`config.mk`:
```
export PLATFORM = sky130hd
export DESIGN_NAME = seg7_scan_mux_flat
export DESIGN_NICKNAME = d
export VERILOG_FILES = /design/src/rtl/seg7_scan_mux_if.sv /design/src/rtl/seg7_scan_mux.sv /design/src/flat_wrapper.sv
export SDC_FILE = /design/constraint.sdc
export NUM_CORES = 1
export LEC_CHECK = 0
export CAP_MARGIN = 20
export CORE_UTILIZATION = 44
export CTS_CLUSTER_SIZE = 30
export DETAILED_ROUTE_END_ITERATION = 10
export PLACE_DENSITY = 0.75
export SYNTH_ARGS = -nofsm -noshare
export SYNTH_HDL_FRONTEND = slang
export SYNTH_SLANG_ARGS = --single-unit
```
`constraint.sdc`:
```
create_clock -name clk -period 1.7 [get_ports clk]
set_input_delay 0.34 -clock clk [delete_from_list [all_inputs] [get_ports clk]]
set_output_delay 0.34 -clock clk [all_outputs]
set_load 0.05 [all_outputs]
```
`src/rtl/seg7_scan_mux_if.sv`:
```
// Display-side bundle for the seven-segment scan driver.
// Host side drives digit data and refresh; driver side drives the pins.
interface seg7_scan_mux_if;
    logic        refresh_in;
    logic [15:0] digits_bcd;
    logic [3:0]  dp_en;
    logic        blank_lead_zero;
    logic [3:0]  an;
    logic [6:0]  seg;
    logic        dp;

    modport master (
        output refresh_in,
        output digits_bcd,
        output dp_en,
        output blank_lead_zero,
        input  an,
        input  seg,
        input  dp
    );

    modport slave (
        input  refresh_in,
        input  digits_bcd,
        input  dp_en,
        input  blank_lead_zero,
        output an,
        output seg,
        output dp
    );
endinterface

```
`src/rtl/seg7_scan_mux.sv`:
```
// Four-digit multiplexed seven-segment driver with anti-ghost blanking.
// Steps on both refresh edges, decodes BCD, suppresses leading zeros.
module seg7_scan_mux #(
    parameter int BLANK_CYCLES = 1000,
    parameter bit ACTIVE_LOW   = 1'b1
) (
    input logic            clk,
    input logic            rst,
    seg7_scan_mux_if.slave io_disp
);

    localparam int CW = (BLANK_CYCLES > 1) ? $clog2(BLANK_CYCLES) : 1;
    localparam logic [CW-1:0] LAST =
        (BLANK_CYCLES > 0) ? CW'(BLANK_CYCLES - 1) : '0;
    localparam logic POL = ACTIVE_LOW;

    typedef enum logic {
        ST_BLANK,
        ST_SHOW
    } state_t;

    logic          r_s1;
    logic          r_s2;
    logic          r_prev;
    logic [1:0]    r_arm_cnt;
    state_t        r_state;
    logic [CW-1:0] r_cnt;
    logic [1:0]    r_idx;
    logic [3:0]    r_an;
    logic [6:0]    r_seg;
    logic          r_dp;

    state_t        w_state_next;
    logic [CW-1:0] w_cnt_next;
    logic [1:0]    w_idx_next;
    logic          w_step;
    logic [3:0]    w_digit;
    logic          w_dp_sel;
    logic [6:0]    w_pat;
    logic          w_z3;
    logic          w_z2;
    logic          w_z1;
    logic          w_blank;
    logic [3:0]    w_onehot;

    // Synchronise refresh and hold off stepping until the pipe is primed
    always_ff @(posedge clk) begin
        if (rst) begin
            r_s1      <= 1'b0;
            r_s2      <= 1'b0;
            r_prev    <= 1'b0;
            r_arm_cnt <= 2'd0;
        end else begin
            r_s1   <= io_disp.refresh_in;
            r_s2   <= r_s1;
            r_prev <= r_s2;
            if (r_arm_cnt != 2'd3) begin
                r_arm_cnt <= r_arm_cnt + 2'd1;
            end
        end
    end

    assign w_step = (r_arm_cnt == 2'd3) && (r_s2 != r_prev);

    // Scan state, blank counter and digit index registers
    always_ff @(posedge clk) begin
        if (rst) begin
            r_state <= ST_BLANK;
            r_cnt   <= '0;
            r_idx   <= 2'd0;
        end else begin
            r_state <= w_state_next;
            r_cnt   <= w_cnt_next;
            r_idx   <= w_idx_next;
        end
    end

    // Next-state: a step always restarts the blank gap on the new digit
    always_comb begin
        w_state_next = r_state;
        w_cnt_next   = r_cnt;
        w_idx_next   = r_idx;
        unique case (r_state)
            ST_BLANK: begin
                if (w_step) begin
                    w_idx_next = r_idx + 2'd1;
                    w_cnt_next = '0;
                end else if (BLANK_CYCLES == 0 || r_cnt == LAST) begin
                    w_state_next = ST_SHOW;
                    w_cnt_next   = '0;
                end else begin
                    w_cnt_next = r_cnt + 1'b1;
                end
            end
            ST_SHOW: begin
                if (w_step) begin
                    w_idx_next   = r_idx + 2'd1;
                    w_cnt_next   = '0;
                    w_state_next = (BLANK_CYCLES == 0) ? ST_SHOW : ST_BLANK;
                end
            end
        endcase
    end

    assign w_digit  = io_disp.digits_bcd[{r_idx, 2'b00} +: 4];
    assign w_dp_sel = io_disp.dp_en[r_idx];
    assign w_onehot = 4'b0001 << r_idx;
    assign w_z3 = (io_disp.digits_bcd[15:12] == 4'd0);
    assign w_z2 = w_z3 && (io_disp.digits_bcd[11:8] == 4'd0);
    assign w_z1 = w_z2 && (io_disp.digits_bcd[7:4] == 4'd0);

    // Leading-zero decision for the selected digit; digit 0 always shows
    always_comb begin
        w_blank = 1'b0;
        unique case (r_idx)
            2'd3: w_blank = w_z3;
            2'd2: w_blank = w_z2;
            2'd1: w_blank = w_z1;
            2'd0: w_blank = 1'b0;
        endcase
        w_blank = w_blank && io_disp.blank_lead_zero;
    end

    // BCD to {g,f,e,d,c,b,a}, active-high; non-decimal codes show a dash
    always_comb begin
        w_pat = 7'h40;
        case (w_digit)
            4'd0: w_pat = 7'h3F;
            4'd1: w_pat = 7'h06;
            4'd2: w_pat = 7'h5B;
            4'd3: w_pat = 7'h4F;
            4'd4: w_pat = 7'h66;
            4'd5: w_pat = 7'h6D;
            4'd6: w_pat = 7'h7D;
            4'd7: w_pat = 7'h07;
            4'd8: w_pat = 7'h7F;
            4'd9: w_pat = 7'h6F;
            default: w_pat = 7'h40;
        endcase
    end

    // Registered pins: lit digit only in SHOW, polarity applied here
    always_ff @(posedge clk) begin
        if (rst) begin
            r_an  <= {4{POL}};
            r_seg <= {7{POL}};
            r_dp  <= POL;
        end else if (r_state == ST_SHOW) begin
            r_an  <= w_onehot ^ {4{POL}};
            r_seg <= (w_blank ? 7'h00 : w_pat) ^ {7{POL}};
            r_dp  <= w_dp_sel ^ POL;
        end else begin
            r_an  <= {4{POL}};
            r_seg <= {7{POL}};
            r_dp  <= POL;
        end
    end

    assign io_disp.an  = r_an;
    assign io_disp.seg = r_seg;
    assign io_disp.dp  = r_dp;

endmodule
```
`src/flat_wrapper.sv`:
```
// flat-port wrapper written by rule: the top's interface ports become plain ports
module seg7_scan_mux_flat 
#(
    parameter int BLANK_CYCLES = 1000,
    parameter bit ACTIVE_LOW   = 1'b1
)
  (clk, rst, io_disp_refresh_in, io_disp_digits_bcd, io_disp_dp_en, io_disp_blank_lead_zero, io_disp_an, io_disp_seg, io_disp_dp);
  seg7_scan_mux_if io_disp_i ();
  input logic clk;
  input logic rst;
  input wire logic [$bits(io_disp_i.refresh_in)-1:0] io_disp_refresh_in;
  input wire logic [$bits(io_disp_i.digits_bcd)-1:0] io_disp_digits_bcd;
  input wire logic [$bits(io_disp_i.dp_en)-1:0] io_disp_dp_en;
  input wire logic [$bits(io_disp_i.blank_lead_zero)-1:0] io_disp_blank_lead_zero;
  output wire logic [$bits(io_disp_i.an)-1:0] io_disp_an;
  output wire logic [$bits(io_disp_i.seg)-1:0] io_disp_seg;
  output wire logic [$bits(io_disp_i.dp)-1:0] io_disp_dp;
  assign io_disp_i.refresh_in = io_disp_refresh_in;
  assign io_disp_i.digits_bcd = io_disp_digits_bcd;
  assign io_disp_i.dp_en = io_disp_dp_en;
  assign io_disp_i.blank_lead_zero = io_disp_blank_lead_zero;
  assign io_disp_an = io_disp_i.an;
  assign io_disp_seg = io_disp_i.seg;
  assign io_disp_dp = io_disp_i.dp;
  seg7_scan_mux #(.BLANK_CYCLES(BLANK_CYCLES), .ACTIVE_LOW(ACTIVE_LOW)) u_core (.clk(clk), .rst(rst), .io_disp(io_disp_i));
endmodule
```
==> results_dict.tcl <==
set metrics [dict create \
    worst_slew_pin_slew_ns 0.483 \
    power.total_mw 1.40 \
    synth_area_leaders "dfxtp_1 (40%), ha_1 (10%), mux4_2 (4.5%), nand2_1 (4.0%), mux4_1 (3.5%)" \
    critical_path_class "reg2reg" \
    yosys_warnings 0 \
    numCtsBuffers 5 \
    antenna_found_initial 0 \
    grt_overflow_total 0 \
    start_kind "register" \
    post-route-period-util_pct 99.3 \
    critical-path-top-delay-family "compound AO/OA/AOI/OAI gates" \
    async_flop_share_pct 0 \
    synth.distinct_cells 37 \
    num_antenna_cells 0 \
    antenna_left 0 \
    critical_path_required_ns 1.92 \
    syn-num-nets 190 \
    p_leak_nw 0.856 \
    outcome "completed" \
    drtIter0Drc 97 \
    cts_htree_levels 2 \
    nNetsFinal 247 \
    worstPathMaxFanout 7 \
    insertion_delay_ns 0.33 \
    grt_pass1_wl_um 6290 \
    slowest_delay_ns 0.52 \
    wl_per_cell_um 14.3 \
    fin_cells 256 \
    power_density_mw_per_mm2 666 \
    final_max_slew_viol_count 0 \
    dpl_worst_slack_ns -0.364 \
    rows 20 \
    critPathCaptureType "register" \
    peakVddDrop_v 0.000498 \
    areaGrowthSynthToFinish_pct 40.5 \
    viasPerCell 5.29 \
    cts-root-buf "clkbuf_4" \
    cts_tree "built" \
    dp.cells 245 \
    drt_first_pass_iters 4 \
    synth.yosys.seq_area_share_pct 40.1 \
    hold_viol 0 \
    postSynthCellCount 154 \
    placed_area_mm2 0.00197 \
    die_w_um 60.4 \
    synth-seq-cells 30 \
    synth.most_common_cell "dfxtp_1" \
    synth.top_cells.by_count "dfxtp_1 (30), nand2_1 (16), ha_1 (12)" \
    fmax_ghz 0.592 \
    start_util_pct 47.5 \
    synth_area_leader_cell "dfxtp_1" \
    dp_hpwl_um 2670 \
    rsz0062_at_grt "yes" \
    hold_buffers 0 \
    period_needed_ns 1.69 \
    drc 0 \
    finalHoldWorstSlack_ns 0.477 \
    slew_headroom_pct 67.4 \
    fin_worst_skew_ns 0.0109 \
    hold_class "reg2reg" \
    gp_congestion 0.851 \
    routed_wl_um 3660 \
    cts.path.max_buffers 2 \
    grt_max_degree 14 \
    worst-r2r-setup-slack_ns 0.01 \
    fill_cells 258 \
    portBuffers 35 \
    syn_area_mm2 0.00150 \
    synth.top_cell.area_share_pct 40.1 \
    fp.dieH_um 60.4 \
    avgSynthCellArea_um2 9.73 \
    vias 1355 \
    maxCapViolations 0 \
    drive_gt1_share_pct 25.9 \
    path_buf_inv 1 \
    critPathArrivalTime_ns 1.91 \
    grt_usage_pct 23.7 \
    coreArea_mm2 0.00315 \
    stdcell_area_mm2 0.00211 \
    path_clk_slew_ns 0.10 \
    cts.sink_count 30 \
    grt_pass1_vias 1450 \
    setup_slack_ns 0.0117 \
    synth_edf_count 0 \
    fin_util_pct 66.8 \
    io_pins 36 \
    finalSetupTns_ns 0 \
    crit_chain "buf_6 -> mux4_2 -> a21o_1 -> a211oi_4 -> a22oi_1" \
    die_area_mm2 0.00364 \
    ys.flop_type "dfxtp_1" \
    setup_viol 0 \
    cp_slowest_cell "mux4_2" \
]
[state kept, by name, indices dropped and copies added, names as in the netlist]
name / count
u_core.io_disp.seg: 7
u_core.r_idx: 2
u_core.r_s2: 1
u_core.r_arm_cnt: 2
u_core.io_disp.dp: 1
u_core.io_disp.an: 4
u_core.r_cnt: 10
u_core.r_prev: 1
u_core.r_state: 1
u_core.r_s1: 1
[layout make-up]
class | instances | area (µm²) | share of cell area, %
clock buffer | 7 | 55.1 | 2.61
clock inverter | 1 | 5.00 | 0.238
timing repair buffer | 55 | 474 | 22.5
sequential | 30 | 606 | 28.8
tap | 44 | 55.1 | 2.61
multi-input combinational | 109 | 871 | 41.4
inverter | 10 | 40.0 | 1.90
[worst paths after layout]
path                                                   start                                to  cells after the start
worst max-delay path            u_core.r_idx[0]$_SDFFE_PP0P_  u_core.io_disp.seg[5]$_SDFF_PP1_                      5
worst min-delay path            u_core.r_cnt[8]$_SDFFE_PP0P_      u_core.r_cnt[8]$_SDFFE_PP0P_                      1
worst max register to register  u_core.r_idx[0]$_SDFFE_PP0P_  u_core.io_disp.seg[5]$_SDFF_PP1_                      5
worst min register to register  u_core.r_cnt[8]$_SDFFE_PP0P_      u_core.r_cnt[8]$_SDFFE_PP0P_                      1
[logic make-up after synthesis]
family	count (synthesis)	share of synthesized area (%)
AO/OA/AOI/OAI	31	14.6
XOR/XNOR	6	3.51
adder cells (fa/ha/maj)	12	10.0
buffers and inverters	15	4.34
flip-flops	30	40.1
multiplexers	7	9.35
AND/OR/NAND/NOR	53	18.1
[where the power goes]
group / leakage (nW) / internal [mW] / switching (mW) / total [mW]
Combinational: 0.576 / 0.126 / 0.0925 / 0.219
Clock: 0.0353 / 0.200 / 0.246 / 0.446
Sequential: 0.245 / 0.722 / 0.0154 / 0.738
Total: 0.856 / 1.05 / 0.354 / 1.40
[routing by layer]
metal / wire length (µm) / vias to the layer above / track usage [%] / share of wire, %
met3: 127 / 12 / 5.33 / 3.5
met2: 1900 / 32 / 43.0 / 52
met1: 1520 / 642 / 25.1 / 42
met4: 106 / 0 / 13.3 / 2.9
met5: 0 / - / 0 / 0
li1: - / 669 / - / -
[placed cells by master, fill, tap and decap left out, types with 2 or more instances in the layout]
master / synthesis / routed
a21oi_1: 6 / 3
a21oi_2: 0 / 3
a22oi_1: 3 / 3
a31oi_1: 8 / 7
and3_1: 2 / 2
and4_1: 2 / 2
buf_4: 0 / 31
clkbuf_4: 0 / 5
clkdlybuf4s50_1: 0 / 23
dfxtp_1: 30 / 28
ha_1: 12 / 10
inv_1: 10 / 8
mux2i_1: 2 / 2
mux4_2: 3 / 4
nand2_1: 16 / 16
nand2b_1: 2 / 2
nand3_1: 4 / 4
nand3b_1: 3 / 3
nand4_1: 2 / 2
nor2_1: 11 / 11
nor2b_1: 5 / 5
nor4_1: 3 / 3
o21ai_0: 3 / 3
o22ai_1: 3 / 3
xnor2_1: 4 / 4
xor2_1: 2 / 2
[timing repair]
| action | 4_1_cts | 5_1_grt |
|---|---|---|
| gates cloned | 0 | 0 |
| pin swaps | 0 | 2 |
| setup endpoints to repair | 16 | 8 |
| setup buffers | 3 | 0 |
| resized for setup | 4 | 10 |
Power figures use the tool's default switching activity.
